`src/rtl/matmul_pkg.sv`:
```
// rtl/matmul_pkg.sv - shared state encoding and sizing helpers for the matrix-multiplier datapath
package matmul_pkg;

  localparam int DATA_WIDTH_DEF = 8;

  typedef enum logic [1:0] {
    S_ACC   = 2'd0,
    S_FLUSH = 2'd1,
    S_OUT   = 2'd2
  } state_t;

  // Smallest accumulator that cannot wrap for a full vector of maximum products.
  function automatic int min_acc_width(input int data_width, input int vec_len);
    return 2 * data_width + $clog2(vec_len);
  endfunction

endpackage

```
`src/rtl/vedicmultiplier_8bit.sv`:
```
// rtl/vedicmultiplier_8bit.sv - unsigned 8x8 Urdhva-Tiryagbhyam multiplier built from 2x2 cells
module vedicmultiplier_8bit (
  input  logic [7:0]  a,
  input  logic [7:0]  b,
  output logic [15:0] p
);

  function automatic logic [3:0] mul2(input logic [1:0] x, input logic [1:0] y);
    logic t0, t1, t2;
    t0 = x[1] & y[0];
    t1 = x[0] & y[1];
    t2 = x[1] & y[1];
    return {t2 & t0 & t1, t2 ^ (t0 & t1), t0 ^ t1, x[0] & y[0]};
  endfunction

  // Each level splits both operands in half and recombines the four vertical/crosswise partials.
  function automatic logic [7:0] mul4(input logic [3:0] x, input logic [3:0] y);
    logic [3:0] ll, hl, lh, hh;
    ll = mul2(x[1:0], y[1:0]);
    hl = mul2(x[3:2], y[1:0]);
    lh = mul2(x[1:0], y[3:2]);
    hh = mul2(x[3:2], y[3:2]);
    return {4'b0, ll} + {2'b0, hl, 2'b0} + {2'b0, lh, 2'b0} + {hh, 4'b0};
  endfunction

  function automatic logic [15:0] mul8(input logic [7:0] x, input logic [7:0] y);
    logic [7:0] ll, hl, lh, hh;
    ll = mul4(x[3:0], y[3:0]);
    hl = mul4(x[7:4], y[3:0]);
    lh = mul4(x[3:0], y[7:4]);
    hh = mul4(x[7:4], y[7:4]);
    return {8'b0, ll} + {4'b0, hl, 4'b0} + {4'b0, lh, 4'b0} + {hh, 8'b0};
  endfunction

  assign p = mul8(a, b);

endmodule

```
`src/rtl/vedic_mac_accumulator.sv`:
```
// rtl/vedic_mac_accumulator.sv - dot-product accumulator behind the Vedic multiplier, valid/ready in and out
module vedic_mac_accumulator
  import matmul_pkg::*;
#(
  parameter int DATA_WIDTH = DATA_WIDTH_DEF,
  parameter int VEC_LEN    = 4,
  parameter int ACC_WIDTH  = 18
) (
  input  logic                  clk,
  input  logic                  rst,
  input  logic                  inValid,
  output logic                  inReady,
  input  logic [DATA_WIDTH-1:0] inData_A,
  input  logic [DATA_WIDTH-1:0] inData_B,
  output logic                  outValid,
  input  logic                  outReady,
  output logic [ACC_WIDTH-1:0]  outData_C,
  output logic                  busy
);

  localparam int CW = (VEC_LEN > 1) ? $clog2(VEC_LEN) : 1;

  state_t                    state_q, state_d;
  logic [CW-1:0]             cnt_q;
  logic                      prod_valid_q;
  logic                      prod_first_q;
  logic [2*DATA_WIDTH-1:0]   prod_q;
  logic [2*DATA_WIDTH-1:0]   prod_w;
  logic [ACC_WIDTH-1:0]      acc_q;
  logic                      accept;
  logic                      last_beat;

  vedicmultiplier_8bit u_mul (
    .a (inData_A),
    .b (inData_B),
    .p (prod_w)
  );

  assign accept    = inValid && (state_q == S_ACC);
  assign last_beat = (cnt_q == CW'(VEC_LEN - 1));
  assign busy      = (cnt_q != '0) || (state_q != S_ACC);

  always_comb begin
    state_d   = state_q;
    inReady   = 1'b0;
    outValid  = 1'b0;
    outData_C = '0;
    case (state_q)
      S_ACC: begin
        inReady = 1'b1;
        if (accept && last_beat) state_d = S_FLUSH;
      end
      // The final product is still in prod_q here; it lands in acc_q on this edge.
      S_FLUSH: state_d = S_OUT;
      S_OUT: begin
        outValid  = 1'b1;
        outData_C = acc_q;
        if (outReady) state_d = S_ACC;
      end
      default: state_d = S_ACC;
    endcase
  end

  always_ff @(posedge clk) begin
    if (rst) begin
      state_q      <= S_ACC;
      cnt_q        <= '0;
      prod_valid_q <= 1'b0;
      prod_first_q <= 1'b0;
      prod_q       <= '0;
      acc_q        <= '0;
    end else begin
      state_q      <= state_d;
      prod_valid_q <= accept;
      if (accept) begin
        prod_q       <= prod_w;
        prod_first_q <= (cnt_q == '0);
        cnt_q        <= last_beat ? '0 : cnt_q + 1'b1;
      end
      // Loading on the first product clears the previous vector's sum without a separate clear cycle.
      if (prod_valid_q) begin
        acc_q <= prod_first_q ? ACC_WIDTH'(prod_q) : acc_q + ACC_WIDTH'(prod_q);
      end
    end
  end

endmodule

```
`config.mk`:
```
export PLATFORM = sky130hd
export DESIGN_NAME = vedic_mac_accumulator
export DESIGN_NICKNAME = d
export VERILOG_FILES = /design/src/rtl/matmul_pkg.sv /design/src/rtl/vedicmultiplier_8bit.sv /design/src/rtl/vedic_mac_accumulator.sv
export SDC_FILE = /design/constraint.sdc
export NUM_CORES = 1
export LEC_CHECK = 0
export ABC_AREA = 1
export CORE_MARGIN = 1.5
export CORE_UTILIZATION = 50
export DETAILED_ROUTE_END_ITERATION = 12
export GPL_ROUTABILITY_DRIVEN = 0
export PLACE_DENSITY = 0.76
export SYNTH_ARGS = -nofsm -noshare
export SYNTH_HDL_FRONTEND = slang
export SYNTH_SLANG_ARGS = --single-unit
```
`constraint.sdc`:
```
create_clock -name clk -period 16.7 [get_ports clk]
set_input_delay 5.01 -clock clk [delete_from_list [all_inputs] [get_ports clk]]
set_output_delay 5.01 -clock clk [all_outputs]
set_load 0.005 [all_outputs]
```
==> impl_results.md <==
- Status: finished clean
- I/O pin cnt: 41
- CP peak stage delay: 560 ps
- Worst-margin pin slew: 710.7 ps
- Clock slew at reported path FFs: 60 ps
- I/O Buffers: 40
- Htree depth: 2
- GRT overflow: 0
- Die Footprint: 0.01231 mm2
- Setup violators final: 0
- DRT iter0 DRCs: 224
- Ys Warns: 0
- Post-synthesis sequential area ratio: 13.74%
- Initial antenna violation count: 0
- Final Total Pwr: just under 0.6 mW
- Tot GR Track Use: 20.52%
- Synth Register Bits: 40
- Share of cells above drive strength 1: ~3.0%
- WL final: 12.02 mm
- Worst VDD drop: 0.05551 mV
- Crit path max-delay family: adder cells
- Fin cells: 1070
- Post-route ant nets: 0
- Row count: 39
- Largest net degree at the start of global routing: 27
- Top cell type's share of synthesized area: between 10% and 20%
- Final core utilization: 56.53%
- CP Launch Type: input port
- Placed instance count: 1062
- Hold buffer count at CTS: 0
- RSZ-0062 raised after global routing: no
- Root Driver: clkbuf_16
- CTS Buffer Depth: 2
- Most used cell, CP: nand2_1
- Yosys cell types: 41
- WP buf/inv: 6
- Worst min-delay path class: reg -> reg
- Final hold vios: 0
- Clock Sinks: 40
- Worst path depth: 32
- Residual DRC count: 0
- Hold WS: 482.0 ps
- Critical Path Slowest Stage Cell: clkdlybuf4s50_1
- Slew margin rel.: 52.57%
- Crit path capture type: register
- Layout fillers: 1110
- Maxcap violations: 0
- Crit path DAT: between 10000 and 15000 ps
- Pwr Density: 90.88 mW/mm2
- Mapped cell area: approximately 0.006 mm2
- Routed WL per cell: about 11 um
- Fmax: 92.92 MHz
- Vias in the first global route: about 5000
- Fin Setup TNS: 0 ps
- Fin crit share: 64.44%
- Clock latency on the worst-skew pair: around 290 ps
- Maximum fanout along the worst path: 9
- Worst Skew: 7.822 ps
- CTS resizes: 0
- Setup WS pre-CTS: approximately 5600 ps
- Starting Density: 51.26%
- Worst Reg-to-Reg Cells: 13
- TritonRoute pass-1 iters: 4
- Setup ws final: 5938 ps
- Mapped Avg Cell Area: 6.426 um2
- Vert. Die Dim: 111.0 um
- TritonCTS buffer count: 5
- First-pass GRT wire length: around 21 mm
- Layout area overhead: 10.28%
- Hpwl dp: between 10 and 15 mm
- Post-Synthesis Cells: slightly above 900
- Chip width: 111.0 um
- Vias/cell: 4.853
- Ant diodes: 0
- Placed inst area: 0.006256 mm2
- Static leakage: 3.659 nW
- Required time of the worst setup path: 16890 ps
- Placeable Area: roughly 0.011 mm2
- Max Slew Vio Count: 0
- Commonest non-fill, non-tap cell in the layout: nand2_1
- Cell area after layout: roughly 0.0064 mm2
- Kind of critical path: in -> reg
- Worst hold stages: 2
- Tmin final: 10760 ps
- Most frequent cells in the layout: nand2_1, inv_1, ha_1
- # nets final: 1057
- Cell accounting for the most synthesized area: ha_1
- Synth area leaders: ha_1, nand2_1, dfxtp_1
- CTS tree: yes
- Postcts setup bufs: 0
- Vias: a little over 5000
- Syn nets: 1038
[registers in the layout, indices dropped and copies added, names as in the netlist]
signal and flops:
acc_q 18, cnt_q 2, prod_first_q 1, prod_q 16, prod_valid_q 1, state_q 2
[cells by family after synthesis]
kind of cell	count (synthesis)	share of synthesized area (%)
XOR/XNOR	50	7.772
AND/OR/NAND/NOR	365	25.85
buffers and inverters	235	15.99
adder cells (fa/ha/maj)	111	26.79
flip-flops	40	13.74
AO/OA/AOI/OAI	106	9.854
[path summary, 6_finish.rpt]
path                                  start    endpoint  slack (ps)
worst max-delay path            inData_A[1]  prod_q[13]        5940
worst min register to register     cnt_q[1]    cnt_q[1]         480
worst min-delay path               cnt_q[1]    cnt_q[1]         480
worst max register to register    prod_q[0]   acc_q[16]       14650
[synth_stat cells (all sizes together)]
master and count:
nand3 44, clkbuf 13, nor2 77, a221oi 1, dfxtp 40, o21bai 2, or2 6, o22ai 2
xor2 30, o221ai 1, ha 88, o211ai 2, nand4 1, a21boi 2, o31ai 1, inv 206
a211oi 1, a21oi 54, and3 1, o21ai 31, nand2 229, a21o 2, fa 23, nor3 5
nor3b 2, a31oi 7, xnor2 20, buf 16
[worst register-to-register path, stage by stage (launching register included)]
cell,delay [ps]
dfxtp_1,360
ha_1,210
inv_1,60
fa_1,350
inv_1,120
nand3_1,110
nand3_1,150
nand3_1,140
nand3_1,120
nand2_1,60
nand2_1,90
nand3_1,70
nand2_1,70
nor2_1,40
[routing by layer]
metal	vias up	share of wire [%]	wire, um	global-route usage [%]
li1	2812	-	-	-
met1	2299	48	5762	26.17
met2	71	48	5748	38.02
met3	11	3.2	388	1.422
met4	0	1.0	121	4.017
met5	-	0	0	0
[power by group]
part / internal, mW / switching [mW]
logic: 0.141 / 0.206
clock network: 0.0711 / 0.0426
registers: 0.111 / 0.0125
[layout make-up]
class,count,area [um2],area share [%]
Clock inverter,3,46.29,0.7203
Timing Repair Buffer,41,407.9,6.346
Clock buffer,5,125.1,1.947
Multi-Input combinational cell,632,4095,63.71
Tap cell,143,178.9,2.784
Inverter,206,773.2,12.03
Sequential cell,40,800.8,12.46
No activity file was read; power rests on OpenSTA's default activity.
